**src/rtl/if_pkg.sv**
```systemverilog
// Shared constants and state encoding for the instruction-fetch stage.
// Used by if_fetch and, when IF_PERF_CNT_EN is defined, if_perf_cnt.
package if_pkg;

  localparam logic [15:0] RESET_PC   = 16'h0000;
  localparam logic [15:0] NOP_INSTR  = 16'h0800;
  localparam logic [3:0]  WAIT_LIMIT = 4'd15;

  typedef logic [1:0] state_t;
  localparam state_t ST_BOOT = 2'd0;
  localparam state_t ST_RUN  = 2'd1;
  localparam state_t ST_WAIT = 2'd2;

endpackage

```
**src/rtl/if_perf_cnt.sv**
```systemverilog
// Saturating 16-bit performance counters for granted fetches and redirects.
// Built only when the top is compiled with IF_PERF_CNT_EN.
module if_perf_cnt
  import if_pkg::*;
(
  input  logic        clk,
  input  logic        rst,
  input  logic        fetch_inc,
  input  logic        redir_inc,
  output logic [15:0] perf_fetch,
  output logic [15:0] perf_redir
);

  always_ff @(posedge clk or posedge rst) begin
    if (rst) begin
      perf_fetch <= 16'h0000;
      perf_redir <= 16'h0000;
    end else begin
      if (fetch_inc && perf_fetch != 16'hFFFF) perf_fetch <= perf_fetch + 16'd1;
      if (redir_inc && perf_redir != 16'hFFFF) perf_redir <= perf_redir + 16'd1;
    end
  end

endmodule

```
**src/rtl/if_fetch.sv**
```systemverilog
// Instruction-fetch stage: PC register, SRAM read handshake and IF/ID register.
// Optional performance counters are enabled with the IF_PERF_CNT_EN macro.
module if_fetch
  import if_pkg::*;
(
  input  logic        clk,
  input  logic        rst,
  input  logic [15:0] pred_pc,
  output logic [15:0] cur_pc,
  input  logic        redirect,
  input  logic [15:0] redirect_pc,
  input  logic        stall,
  output logic        mem_req,
  output logic [15:0] mem_addr,
  input  logic        mem_gnt,
  input  logic [15:0] mem_rdata,
  output logic        id_valid,
  output logic [15:0] id_instr,
  output logic [15:0] id_pc,
  output logic [15:0] id_npc,
  output logic        fetch_err,
  output logic [15:0] perf_fetch,
  output logic [15:0] perf_redir
);

  state_t     state;
  logic [3:0] wait_cnt;
  logic       active;

  assign active   = (state != ST_BOOT);
  assign mem_req  = active & ~stall & ~rst;
  assign mem_addr = cur_pc;

  // Priority inside RUN/WAIT: redirect, then stall, then grant/no-grant.
  // NOTE: every register here uses non-blocking assignments so all of them
  // update from the same pre-edge values, and all are cleared by the async reset.
  always_ff @(posedge clk or posedge rst) begin
    if (rst) begin
      state     <= ST_BOOT;
      cur_pc    <= RESET_PC;
      id_valid  <= 1'b0;
      id_instr  <= NOP_INSTR;
      id_pc     <= 16'h0000;
      id_npc    <= 16'h0000;
      wait_cnt  <= 4'd0;
      fetch_err <= 1'b0;
    end else if (!active) begin
      state <= ST_RUN;
    end else if (redirect) begin
      cur_pc   <= redirect_pc;
      id_valid <= 1'b0;
      id_instr <= NOP_INSTR;
      state    <= ST_RUN;
      wait_cnt <= 4'd0;
    end else if (!stall) begin
      if (mem_gnt) begin
        id_instr <= mem_rdata;
        id_pc    <= cur_pc;
        id_npc   <= cur_pc + 16'd1;
        id_valid <= 1'b1;
        cur_pc   <= pred_pc;
        state    <= ST_RUN;
        wait_cnt <= 4'd0;
      end else begin
        id_valid <= 1'b0;
        id_instr <= NOP_INSTR;
        state    <= ST_WAIT;
        // Starvation past the saturated count is latched until reset.
        if (wait_cnt == WAIT_LIMIT) fetch_err <= 1'b1;
        else                        wait_cnt  <= wait_cnt + 4'd1;
      end
    end
  end

`ifdef IF_PERF_CNT_EN
  logic fetch_event;
  logic redir_event;

  assign fetch_event = mem_req & mem_gnt & ~redirect;
  assign redir_event = active & redirect;

  if_perf_cnt u_perf_cnt (
    .clk        (clk),
    .rst        (rst),
    .fetch_inc  (fetch_event),
    .redir_inc  (redir_event),
    .perf_fetch (perf_fetch),
    .perf_redir (perf_redir)
  );
`else
  assign perf_fetch = 16'h0000;
  assign perf_redir = 16'h0000;
`endif

endmodule

```
**config.mk**
```make
export PLATFORM = sky130hd
export DESIGN_NAME = if_fetch
export DESIGN_NICKNAME = d
export VERILOG_FILES = /design/src/rtl/if_pkg.sv /design/src/rtl/if_perf_cnt.sv /design/src/rtl/if_fetch.sv
export SDC_FILE = /design/constraint.sdc
export NUM_CORES = 1
export LEC_CHECK = 0
export ABC_AREA = 1
export BUFFER_PORTS_ARGS = -buffer_cell sky130_fd_sc_hd__buf_2
export CAP_MARGIN = 20
export CORE_UTILIZATION = 48
export CTS_CLUSTER_DIAMETER = 50
export DETAILED_ROUTE_END_ITERATION = 6
export HOLD_SLACK_MARGIN = 0.12
export MAX_ROUTING_LAYER = met4
export PLACE_DENSITY = 0.81
export REMOVE_ABC_BUFFERS = 1
export SETUP_SLACK_MARGIN = 0.4
export SYNTH_ARGS = -nofsm -noshare
export SYNTH_HDL_FRONTEND = slang
export SYNTH_SLANG_ARGS = --single-unit
```
**constraint.sdc**
```tcl
create_clock -name clk -period 2.1 [get_ports clk]
set_input_delay 0.105 -clock clk [delete_from_list [all_inputs] [get_ports clk]]
set_output_delay 0.105 -clock clk [all_outputs]
set_load 0.05 [all_outputs]
```
### Word level (Yosys, flattened, before mapping)

Index checks and enable logic that the tools add are counted.

* bits in registers: 72
* output and inout bits: 115
* word-level logic and storage cells: 44

* add/subtract/negate cells: 2
* equal/unequal tests: 4
* muxes and demuxes: 17
* bitwise operators: 6
* reduce and logical (&&, ||, !) cells: 7

Operators with widths (count)
* $mux 16: 6
* $add 16x1->16 const B: 1
* $mux 4: 4
* $mux 2: 4
* $ne 3x3->1 const B: 2
* $reduce_and 3->1: 2
* $reduce_and 5->1: 1
* $add 4x1->4 const B: 1
* $eq 4x4->1 const B: 1
* $not 1->1: 4
* $reduce_and 4->1: 1
* $reduce_bool 2->1: 2
* $mux 1: 3
* $and 1x1->1: 2
* $ne 2x2->1 const B: 1
* $reduce_and 2->1: 1

### Logic depth before layout (Yosys ltp)

* depth in word-level cells: 5
* depth in mapped cells: 8
* mapped depth without buffers: 7

### Worst setup path before layout

No wires, ideal clock.

* path kind: reg-to-reg
* start point: register cur_pc[1]
* end point: register id_npc[14]
* setup time: 0.125 ns
* arrival time: 1.473 ns
* required time: 1.975 ns
* setup slack: 0.502 ns
* cell stages (with the launch flop): 7
* clock period less this slack: 1.598 ns
* path through: dfrtp_1 ha_1 nand3_1 nor2_1 nand3_1 nand2_1 nand3_1

* word-level cells in the longest chain between the ends: 1

RTL lines
* from (decl): line if_fetch.sv:9 `output logic [15:0] cur_pc,`
* from (signal assigned): line if_fetch.sv:50 `cur_pc <= redirect_pc;`
* from (signal assigned): line if_fetch.sv:61 `cur_pc <= pred_pc;`
* $add 16x1->16: line if_fetch.sv:59 `id_npc <= cur_pc + 16'd1;`
* to (signal assigned): line if_fetch.sv:59
* to (decl): line if_fetch.sv:20 `output logic [15:0] id_npc,`

Every way passes these cells.
A chain may end at the register's enable or synchronous reset.

### Final worst setup path

* start point: input port mem_gnt
* end point: register id_npc[0]

* word-level cells in the longest chain between the ends: 1

RTL lines
* from (decl): line if_fetch.sv:15 `input logic mem_gnt,`
* $reduce_and 4->1 (no source line)

Every way passes these cells.

==> results by stage <==
Synthesis:
- Yosys mapped a number of flops with a built-in enable equal to 0.
- The cell type with the largest total area after synthesis is sky130_fd_sc_hd__dfrtp_1.
- The number of synthesized register bits is 72.
- The fraction of the mapped netlist area in compound gates came to 0.0628.
- After synthesis, the largest family of logic cells by area is simple AND/OR/NAND/NOR gates.
- For this run, the register share of the synthesized area comes to 0.471.
- The commonest cells after synthesis are sky130_fd_sc_hd__nand2_1 (172), sky130_fd_sc_hd__dfrtp_1 (71), sky130_fd_sc_hd__buf_4 (48).
- The most common flop cell mapped by yosys is sky130_fd_sc_hd__dfrtp_1.
- Sorting the synthesized cells by area gives the leading types as sky130_fd_sc_hd__dfrtp_1 (46%), sky130_fd_sc_hd__nand2_1 (17%), sky130_fd_sc_hd__buf_4 (9.4%).
- Of the total synthesized cell area, the portion taken by full adders, half adders and majority gates is 0.00654.
- The gate count of the mapped netlist is 485.
- The most frequent cell after synthesis is sky130_fd_sc_hd__nand2_1.
- The number of synthesis warnings is 0.
- Of the total synthesized cell area, the portion taken by XOR and XNOR cells is 0.00686.
- Averaged over all synthesized cells, the footprint is 7.89 um^2.
- Of all flip-flops after synthesis, the portion carrying an async set or reset was 1.00.
- The number of different library cells used by synthesis comes to 30.
- The combined area of all synthesized cells is 0.00383 mm^2.
- The basic-gate share of the synthesized area counting and, or, nand and nor cells is 0.297.
- The proportion of synthesized area in mux cells is 0.
- The share of synthesized area in the top cell type comes to 0.464.

Run:
- The max-capacitance violation count is 0.

Global route:
- For this run, the total global-route usage over all layers was measured as 0.269.
- Entering global routing, the biggest net connects 73 pins.
- The number of global-route vias before repair is 3614.
- The global-route wire length before repair is 17.0 mm.
- The total congestion overflow after global routing is 0.
- The initial antenna violation count came to 1.

Power:
- The total power divided by cell area is 972 mW/mm^2.
- The worst voltage drop across the vdd grid is 0.535 mV.
- The static leakage is 2.74 nW.

Layout:
- Relative to the synthesized area, the layout overhead comes to 31.3%.
- At the end of the flow, the number of nets in the layout was 710.
- Summing all multi-input logic gate instances after layout gives 0.00156 mm^2.
- Counting the fill cells in the layout gives 606.
- After routing the design area is 0.00503 mm^2.
- The share of cells above drive strength 1 is 0.267.
- The register area is 0.00180 mm^2.

Route:
- Across all layers, the routed design uses 3787 vias.
- In this run the remaining antenna-violating nets after routing total 0.
- The number of optimization iterations in the first detailed-route pass is 5.
- Dividing the detail-routed via count by the number of cells gives 4.96.
- The average routed wire per standard cell is 13.9 um.
- The detailed-route DRC error count is 0.
- The final wirelength is 10.6 mm.
- The number of design-rule violations left by the first detailed-router iteration is 244.

Placed design:
- Routability-driven placement finished with a final weighted congestion of 0.796.
- The placed instance area is 0.00433 mm^2.
- Port buffering added 135 buffers.
- Summed over all nets, the half-perimeter wirelength after detailed placement is 6.56 mm.

Worst hold path:
- The endpoint of the worst hold path is state[1]$_DFFE_PP0P_.
- The instance count along the most critical hold path is 3.
- The source of the worst hold timing path is stall.
- The worst min-delay path category is input pin to flip-flop.

Worst setup path:
- The launch point of the worst reg-to-reg path is state[0]$_DFFE_PP0P_.
- By startpoint and endpoint, the worst setup path is classified as input pin to flip-flop.
- The critical path launch point type is an input pin.
- Across all register-to-register paths, the minimum setup slack is 0.51 ns.
- The critical path required time is 2.34 ns.
- The worst register-to-register path ends at id_npc[0]$_DFFE_PP0P_.
- The maximum fanout encountered on the critical timing path is 18.
- The endpoint kind of the worst setup timing path is a flip-flop.
- For the worst flop-to-flop path, the logic depth is 6.
- For the worst setup path, the data arrival time is 1.85 ns.

Floorplanning:
- The die is 91.3 um wide.
- The floorplan step set the die height to 91.3 um.
- Pin placement for this block handled 168 I/O pins.
- The floorplan step defined a core boundary enclosing 0.00773 mm^2.
- The initial utilization of the core area, before any placement, comes to 0.495.
- The die covers 0.00833 mm^2.
- The floorplan row count is 32.

Clock network:
- The clock network latency to the later pin of the worst-skew pair is 0.35 ns.
- TritonCTS created 9 clock buffers.
- The clock transition time at the flip-flop clock pins of the worst setup and hold paths is 0.07 ns.
- The clock sink total is 72.
- The TritonCTS clock tree is yes.
- The tree is rooted in a sky130_fd_sc_hd__clkbuf_8.
- The deepest level of the CTS H-tree is 3.
- The number of buffers between clock root and the deepest sink is 2.
- The count of buffers added by post-CTS timing repair for setup is 0.

STA:
- Setup repair after global routing could not meet its margin everywhere.
- The setup TNS after final layout is 0 ns.
- The transition time of the tightest slew-check pin is 0.510 ns.
- The clock period minus worst slack is 1.60 ns.
- Hold timing on the final database bottoms out at a slack of 0.153 ns.
- Setup violations remaining at the end of the flow were counted as 0.
- Based on the critical path, the design can be clocked at up to 624 MHz.
- In the finished design, the share of the clock period the worst path needs comes to 0.764.
- The number of hold-slack violations in the final timing report came to 0.
- The final max-slew violation count is 0.
- The clock arrives with 0.00736 ns of skew.
- The headroom to the max-slew limit is 0.659.

Run status:
- The run finished with clean final reports.
cells in the final DEF (no fill, tap or decap), types with 2 or more instances in the layout:
master                          synthesis  layout
sky130_fd_sc_hd__nand2_2                3       3
sky130_fd_sc_hd__nand3_1               32      32
sky130_fd_sc_hd__buf_2                  8     135
sky130_fd_sc_hd__buf_4                 48       4
sky130_fd_sc_hd__clkbuf_8               0       9
sky130_fd_sc_hd__xor2_1                 2       2
sky130_fd_sc_hd__dfrtp_1               71      71
sky130_fd_sc_hd__nor3_1                 2       2
sky130_fd_sc_hd__o21ai_1               11      11
sky130_fd_sc_hd__nor2_1                44      44
sky130_fd_sc_hd__or2_2                  6       6
sky130_fd_sc_hd__inv_4                  2       2
sky130_fd_sc_hd__clkbuf_1               2       3
sky130_fd_sc_hd__conb_1                 1      32
sky130_fd_sc_hd__o211ai_1               4       4
sky130_fd_sc_hd__ha_1                   2       2
sky130_fd_sc_hd__dlygate4sd3_1          0      50
sky130_fd_sc_hd__nor2_8                 2       2
sky130_fd_sc_hd__nand3_4                2       2
sky130_fd_sc_hd__inv_2                  3       4
sky130_fd_sc_hd__o21ai_0               27      27
sky130_fd_sc_hd__clkinv_2               0       3
sky130_fd_sc_hd__inv_1                 28      27
sky130_fd_sc_hd__nand2_1              172     172
metrics by stage:
stage | worst slack (ns) | cells | util | power (W)
4_1_cts | 0.565 | 761 | 0.649 | 0.00486
5_1_grt | 0.394 | 763 | 0.650 | 0.00508
6_report | 0.496 | 763 | 0.650 | 0.00488
3_5_place_dp | 0.568 | 695 | 0.561 | 0.00375
2_1_floorplan | 0.128 | 453 | - | 0.00326
3_3_place_gp | 0.631 | 695 | 0.561 | 0.00372
cell type report:
| cell class | count | share of cell area |
|---|---|---|
| repair buffers | 190 | 0.244 |
| clock buffers | 12 | 0.0269 |
| diodes | 1 | 0.000498 |
| inverters | 33 | 0.0256 |
| multi-input cells | 349 | 0.310 |
| flip-flops and latches | 72 | 0.359 |
| well taps | 102 | 0.0254 |
| clock inverters | 4 | 0.00896 |
worst max-delay path by stage:
stage,from,end
floorplan,cur_pc[1]$_DFFE_PP0P_,id_npc[10]$_DFFE_PP0P_
global placement,cur_pc[1]$_DFFE_PP0P_,id_npc[12]$_DFFE_PP0P_
detailed placement,redirect,id_npc[0]$_DFFE_PP0P_
CTS,mem_gnt,id_npc[0]$_DFFE_PP0P_
global route,mem_gnt,id_npc[0]$_DFFE_PP0P_
finish,mem_gnt,id_npc[0]$_DFFE_PP0P_
power breakdown:
part	internal, W	switching, W
Clock	0.000545	0.000509
Combinational	0.000451	0.00157
Sequential	0.00161	0.000197
state kept, by name, indices dropped and copies added (netlist names):
register,cells
id_pc,16
id_valid,1
wait_cnt,4
id_instr,16
cur_pc,16
fetch_err,1
id_npc,16
state,2
worst max-delay path, cell delays in order:
cell and delay, ns:
sky130_fd_sc_hd__dlygate4sd3_1 0.52, sky130_fd_sc_hd__buf_2 0.15, sky130_fd_sc_hd__inv_2 0.08, sky130_fd_sc_hd__nor2_8 0.13, sky130_fd_sc_hd__buf_4 0.23, sky130_fd_sc_hd__inv_2 0.10
sky130_fd_sc_hd__nor2_8 0.28, sky130_fd_sc_hd__nand2_1 0.12, sky130_fd_sc_hd__o21a_1 0.12
timing repair:
item                       CTS  global route
hold endpoints to repair   104             0
setup endpoints to repair    0             2
hold buffers                50             0
gates resized for setup      0             0
kinds of logic after synthesis:
group,Yosys count
flip-flops,72
buffers and inverters,96
AND/OR/NAND/NOR,266
AO/OA/AOI/OAI,45
other,1
XOR/XNOR,3
adder cells (fa/ha/maj),2
metal layers:
metal,routed length (um),track usage,up-vias
li1,-,-,1782
met1,4310,0.314,1766
met2,5210,0.431,192
met3,698,0.0553,47
met4,422,0.155,0
met5,0,-,-
Note: power is estimated with default switching activity, not from simulation.
